File: config.mk
export PLATFORM = sky130hd
export DESIGN_NAME = npu_ahb_img_loader
export DESIGN_NICKNAME = d
export VERILOG_FILES = /design/src/rtl/npu_ahb_img_loader.sv
export SDC_FILE = /design/constraint.sdc
export NUM_CORES = 1
export LEC_CHECK = 0
export ABC_AREA = 1
export CORE_ASPECT_RATIO = 0.7
export CORE_MARGIN = 2
export CORE_UTILIZATION = 25
export CTS_BUF_LIST = sky130_fd_sc_hd__clkbuf_8
export DETAILED_ROUTE_END_ITERATION = 16
export PLACE_DENSITY = 0.51
export SLEW_MARGIN = 10
export SYNTH_ARGS = -nofsm -noshare
export SYNTH_HDL_FRONTEND = slang
export SYNTH_SLANG_ARGS = --single-unit
File: constraint.sdc
create_clock -name clk -period 6.8 [get_ports clk]
set_input_delay 1.36 -clock clk [delete_from_list [all_inputs] [get_ports clk]]
set_output_delay 1.36 -clock clk [all_outputs]
set_load 0.05 [all_outputs]
File: src/rtl/npu_ahb_img_loader.sv
// npu_ahb_img_loader: AHB-Lite master that streams packed RGB pixels into the NPU, commits rows and polls for the predicted class
module npu_ahb_img_loader #(
  parameter logic [31:0] RGB_BASE     = 32'h0000_0000,
  parameter logic [31:0] CTRL_ADDR    = 32'h0000_4000,
  parameter logic [31:0] STATUS_ADDR  = 32'h0000_4004,
  parameter int          DONE_BIT     = 0,
  parameter int          CLASS_LSB    = 1,
  parameter int          ROW_WORDS    = 24,
  parameter int          NUM_ROWS     = 32,
  parameter int          POLL_TIMEOUT = 65535
) (
  input  logic        clk,
  input  logic        resetn,
  input  logic        start_i,
  input  logic        pix_valid_i,
  input  logic [31:0] pix_data_i,
  output logic        pix_ready_o,
  output logic [31:0] ahb_m0_haddr_o,
  output logic        ahb_m0_hwrite_o,
  output logic [2:0]  ahb_m0_hsize_o,
  output logic [2:0]  ahb_m0_hburst_o,
  output logic [3:0]  ahb_m0_hprot_o,
  output logic [1:0]  ahb_m0_htrans_o,
  output logic        ahb_m0_hmastlock_o,
  output logic [31:0] ahb_m0_hwdata_o,
  input  logic        ahb_m0_hready_i,
  input  logic        ahb_m0_hresp_i,
  input  logic [31:0] ahb_m0_hrdata_i,
  output logic        busy_o,
  output logic        done_o,
  output logic [4:0]  class_o,
  output logic        error_o
);
  typedef enum logic [3:0] {IDLE, WAIT_PIX, PIX_ADDR, PIX_DATA, ROW_ADDR, ROW_DATA, POLL_ADDR, POLL_DATA, DONE, ERR} state_t;
  localparam logic [1:0] HT_IDLE = 2'b00;
  localparam logic [1:0] HT_NSEQ = 2'b10;
  state_t state;
  logic [15:0] word_cnt, row_cnt, poll_cnt;
  logic [31:0] wdata_r, pix_addr;
  logic data_done, timeout, fault, unused_ok;
  assign ahb_m0_hsize_o = 3'b010;
  assign ahb_m0_hburst_o = 3'b000;
  assign ahb_m0_hprot_o = 4'b0011;
  assign ahb_m0_hmastlock_o = 1'b0;
  assign unused_ok = ^ahb_m0_hrdata_i;
  always_comb begin
    pix_addr = RGB_BASE + ((32'(row_cnt) * 32'(ROW_WORDS) + 32'(word_cnt)) << 2);
    data_done = ahb_m0_hready_i && (state inside {PIX_DATA, ROW_DATA, POLL_DATA});
    timeout = data_done && state == POLL_DATA && !ahb_m0_hresp_i && !ahb_m0_hrdata_i[DONE_BIT] && poll_cnt == 16'(POLL_TIMEOUT - 1);
    fault = (data_done && ahb_m0_hresp_i) || timeout;
  end
  always_ff @(posedge clk or negedge resetn) begin
    if (!resetn) begin
      state <= IDLE;
      word_cnt <= '0;
      row_cnt <= '0;
      poll_cnt <= '0;
      wdata_r <= '0;
      pix_ready_o <= 1'b0;
      ahb_m0_haddr_o <= '0;
      ahb_m0_hwrite_o <= 1'b0;
      ahb_m0_htrans_o <= HT_IDLE;
      ahb_m0_hwdata_o <= '0;
      busy_o <= 1'b0;
      done_o <= 1'b0;
      class_o <= '0;
      error_o <= 1'b0;
    end else begin
      done_o <= 1'b0;
      if (fault) begin
        state <= ERR;
        error_o <= 1'b1;
        busy_o <= 1'b0;
      end else begin
        case (state)
          IDLE, ERR: if (start_i) begin
            state <= WAIT_PIX;
            word_cnt <= '0;
            row_cnt <= '0;
            poll_cnt <= '0;
            error_o <= 1'b0;
            busy_o <= 1'b1;
            pix_ready_o <= 1'b1;
          end
          WAIT_PIX: if (pix_valid_i) begin
            state <= PIX_ADDR;
            pix_ready_o <= 1'b0;
            wdata_r <= pix_data_i;
            ahb_m0_htrans_o <= HT_NSEQ;
            ahb_m0_hwrite_o <= 1'b1;
            ahb_m0_haddr_o <= pix_addr;
          end
          PIX_ADDR: if (ahb_m0_hready_i) begin
            state <= PIX_DATA;
            ahb_m0_htrans_o <= HT_IDLE;
            ahb_m0_hwdata_o <= wdata_r;
          end
          PIX_DATA: if (ahb_m0_hready_i) begin
            word_cnt <= word_cnt + 16'd1;
            if (word_cnt == 16'(ROW_WORDS - 1)) begin
              state <= ROW_ADDR;
              ahb_m0_htrans_o <= HT_NSEQ;
              ahb_m0_hwrite_o <= 1'b1;
              ahb_m0_haddr_o <= CTRL_ADDR;
            end else begin
              state <= WAIT_PIX;
              pix_ready_o <= 1'b1;
            end
          end
          ROW_ADDR: if (ahb_m0_hready_i) begin
            state <= ROW_DATA;
            ahb_m0_htrans_o <= HT_IDLE;
            ahb_m0_hwdata_o <= 32'h1;
          end
          ROW_DATA: if (ahb_m0_hready_i) begin
            row_cnt <= row_cnt + 16'd1;
            word_cnt <= '0;
            if (row_cnt == 16'(NUM_ROWS - 1)) begin
              state <= POLL_ADDR;
              ahb_m0_htrans_o <= HT_NSEQ;
              ahb_m0_hwrite_o <= 1'b0;
              ahb_m0_haddr_o <= STATUS_ADDR;
            end else begin
              state <= WAIT_PIX;
              pix_ready_o <= 1'b1;
            end
          end
          POLL_ADDR: if (ahb_m0_hready_i) begin
            state <= POLL_DATA;
            ahb_m0_htrans_o <= HT_IDLE;
          end
          POLL_DATA: if (ahb_m0_hready_i) begin
            if (ahb_m0_hrdata_i[DONE_BIT]) begin
              state <= DONE;
              class_o <= ahb_m0_hrdata_i[CLASS_LSB +: 5];
              done_o <= 1'b1;
              busy_o <= 1'b0;
            end else begin
              state <= POLL_ADDR;
              poll_cnt <= poll_cnt + 16'd1;
              ahb_m0_htrans_o <= HT_NSEQ;
            end
          end
          DONE: state <= IDLE;
          default: state <= IDLE;
        endcase
      end
    end
  end
endmodule

==> impl_metrics.csv <==
group,metric,value,unit
cts,cts-root-buf,"clkbuf_8",
logic_synthesis,synth.yosys.seq_area_share,42.5,%
grt,grt_pass1_wl,39.6,mm
logic_synthesis,ys_seq_elements,149,
grt,grt_pass1_vias,7170,
floorplan,rows,57,
place,gp_congestion,0.866,
place,port_buffers,108,
status,status,"complete, no violations",
logic_synthesis,dominantRegCellSynth,"dfrtp_1",
place,place_hpwl,17.5,mm
drt,drt-initial-drc-count,618,
drt,firstDrtPassIters,5,
sta,skew,17.5,ps
logic_synthesis,synth-simple-area-share,26.7,%
min_path,hp-class,"register to register",
sta,setup_violations,0,
min_path,min_path_cells,2,
logic_synthesis,synthMuxAreaShare,0,%
logic_synthesis,synthXorXnorAreaFrac,5.69,%
grt,gr-usage-all-layers,13.6,%
setup_path,critPathLaunchType,"register",
drt,vias_per_cell,4.37,
sta,slew_headroom,36.6,%
floorplan,fp.dieW,228,um
setup_path,critical_path_class,"register to register",
logic_synthesis,syn_area_per_cell,7.66,um2
setup_path,cp-end-kind,"register",
drt,drt-wirelength-per-cell,14.0,um
logic_synthesis,synth_top_family_by_area,"simple AND/OR/NAND/NOR gates",
cts,postCtsHoldBufs,0,
drt,drc,0,
floorplan,die_area,36700,um2
cts,post_cts.repair.setup_buffers,0,
logic_synthesis,async_flop_share,100,%
setup_path,arrival,4080,ps
floorplan,die_height,161,um
logic_synthesis,synth_edf_count,0,
logic_synthesis,ys.warnings.count,0,
drt,routed_wl,24.2,mm
drt,detail-route-antenna-nets,0,
setup_path,required,7180,ps
grt,grt_max_degree,92,
layout,antenna_cells,0,
cts,htree_levels,4,
sta,maxClockFrequency,270,MHz
logic_synthesis,syn_area,8780,um2
cts,cts_resized,0,
grt,antenna_found_initial,0,
sta,period_needed,3700,ps
cts,cts.path.max_buffers,2,
setup_path,crit_fanout,7,
flow_run,maxCapViolCount,0,
cts,clock_sinks,149,
sta,tightest_slew,948,ps
floorplan,io_pins,157,
logic_synthesis,synth_compound_area_share,10.8,%
floorplan,core-area,34700,um2
logic_synthesis,synthesis.instances,1146,
pwr,ir_worst_vdd,0.171,mV
sta,hold_viol_final,0,
layout,drive_above_1_share,4.46,%
place,place_ws,2770,ps
sta,drv_slew,0,
layout,num-nets-final,1355,
sta,setup_tns,0,ps
cts,cts_tree,"done",
layout,syn2layout_area_growth,21.3,%
logic_synthesis,synthDistinctLibCells,44,
grt,overflow,0,
floorplan,start_util,25.3,%
cts,path_clk_slew,90,ps
drt,vias,7555,
sta,rsz0062_at_grt,"no",
pwr,power_leakage,4.97,nW
sta,period_share,54.4,%
pwr,power.density,337,nW/um2
cts,worstSkewPairLatency,490,ps
sta,layout_setup_ws,3100,ps
setup_path,reg2reg_depth,17,
cts,cts_inserted_buffers,17,
logic_synthesis,synth_fa_ha_area_share,6.01,%
registers in the layout, indices dropped and copies added (netlist names):
register / cells
busy_o: 1
ahb_m0_hwdata_o: 32
ahb_m0_hwrite_o: 1
done_o: 1
ahb_m0_haddr_o: 22
ahb_m0_htrans_o: 1
pix_ready_o: 1
poll_cnt: 16
row_cnt: 16
class_o: 5
error_o: 1
state: 4
word_cnt: 16
wdata_r: 32
cell usage in the layout (no fill, tap or decap), drive strengths merged, types with 2 or more instances in the layout:
cell	n
a21boi	2
a21o	2
a21oi	36
a31oi	2
buf	8
bufinv	2
clkbuf	18
clkdlybuf4s50	107
clkinvlp	2
conb	22
dfrtp	149
fa	2
ha	39
inv	109
nand2	394
nand3	50
nand3b	2
nand4	15
nor2	83
nor3	23
nor4	6
o211ai	5
o21ai	82
o31ai	28
xnor2	11
xor2	46
stage by stage:
stage	instance area, um2	power [mW]	instances	util, %	hold slack [ps]
floorplan	8860	2.39	1166	-	442
global placement	10200	2.87	1697	29.6	455
detailed placement	10200	2.88	1697	29.6	458
CTS	10700	3.64	1728	30.7	482
global route	10700	3.85	1728	30.7	501
finish	10700	3.59	1728	30.7	474
worst paths after layout:
kind                                 endpoint       start  slack [ps]
min                                wdata_r[8]  wdata_r[8]         470
min in group asynchronous   ahb_m0_haddr_o[6]      resetn         960
min reg2reg                        wdata_r[8]  wdata_r[8]         470
max reg2reg                ahb_m0_haddr_o[22]  row_cnt[0]        3100
max                        ahb_m0_haddr_o[22]  row_cnt[0]        3100
max in group asynchronous  ahb_m0_haddr_o[12]      resetn        4510
cell usage after synthesis, types with 4 or more instances:
cell type	instances	area share [%]
clkbuf_1	15	0.64
xnor2_1	11	1.1
nor2_1	82	3.5
dfrtp_1	149	42
o21ai_1	7	0.40
inv_2	6	0.26
nand2_2	4	0.28
inv_1	94	4.0
buf_4	26	2.2
nor3_1	22	1.3
nand4_1	15	1.1
nor4_1	6	0.43
o31ai_1	28	2.4
buf_2	13	0.74
nand3_1	50	2.8
o21ai_0	74	4.2
xor2_1	46	4.6
nand2_1	390	17
ha_1	39	5.6
a21oi_1	36	2.1
logic make-up after synthesis:
family / after synthesis
other: 2
and+or+nand+nor: 577
DFF: 149
buffers and inverters: 157
AOI/OAI and AO/OA: 163
xor gates and xnor gates: 57
adders and majority gates: 41
per-layer routing:
| metal | wire, um | global-route usage (%) | up-vias |
|---|---|---|---|
| met5 | 0 | 0 | - |
| met4 | 314 | 3.89 | 0 |
| met3 | 1330 | 3.27 | 22 |
| met2 | 9920 | 19.4 | 175 |
| met1 | 12600 | 20.1 | 3491 |
| li1 | - | - | 3867 |
power by group:
part           switching, mW  internal (mW)  total, mW
registers              0.134           1.11       1.24
clock network          0.399          0.346      0.744
logic                   1.15          0.448       1.60
cell type report:
cell class	instances	area, um2
Clock inverter	13	159
Inverter	101	382
Tap cell	472	591
Fill cell	3766	24000
Timing Repair Buffer	115	1130
Sequential cell	149	3730
Clock buffer	18	248
Multi-Input combinational cell	860	4410
worst max-delay path, stage by stage (launching register included):
cell and delay (ps):
dfrtp_1 490, ha_1 410, inv_1 100, fa_1 420, inv_1 100, nand3_1 80, nand3_1 170, a31oi_1 130
xnor2_1 150, ha_1 350, nand2_1 110, nor2_1 170, nor3b_1 220, a21oi_1 190, nor2_1 190, nand4_1 120
nand3_1 130, nand2_1 60
Note: power is estimated with default switching activity, not from simulation.
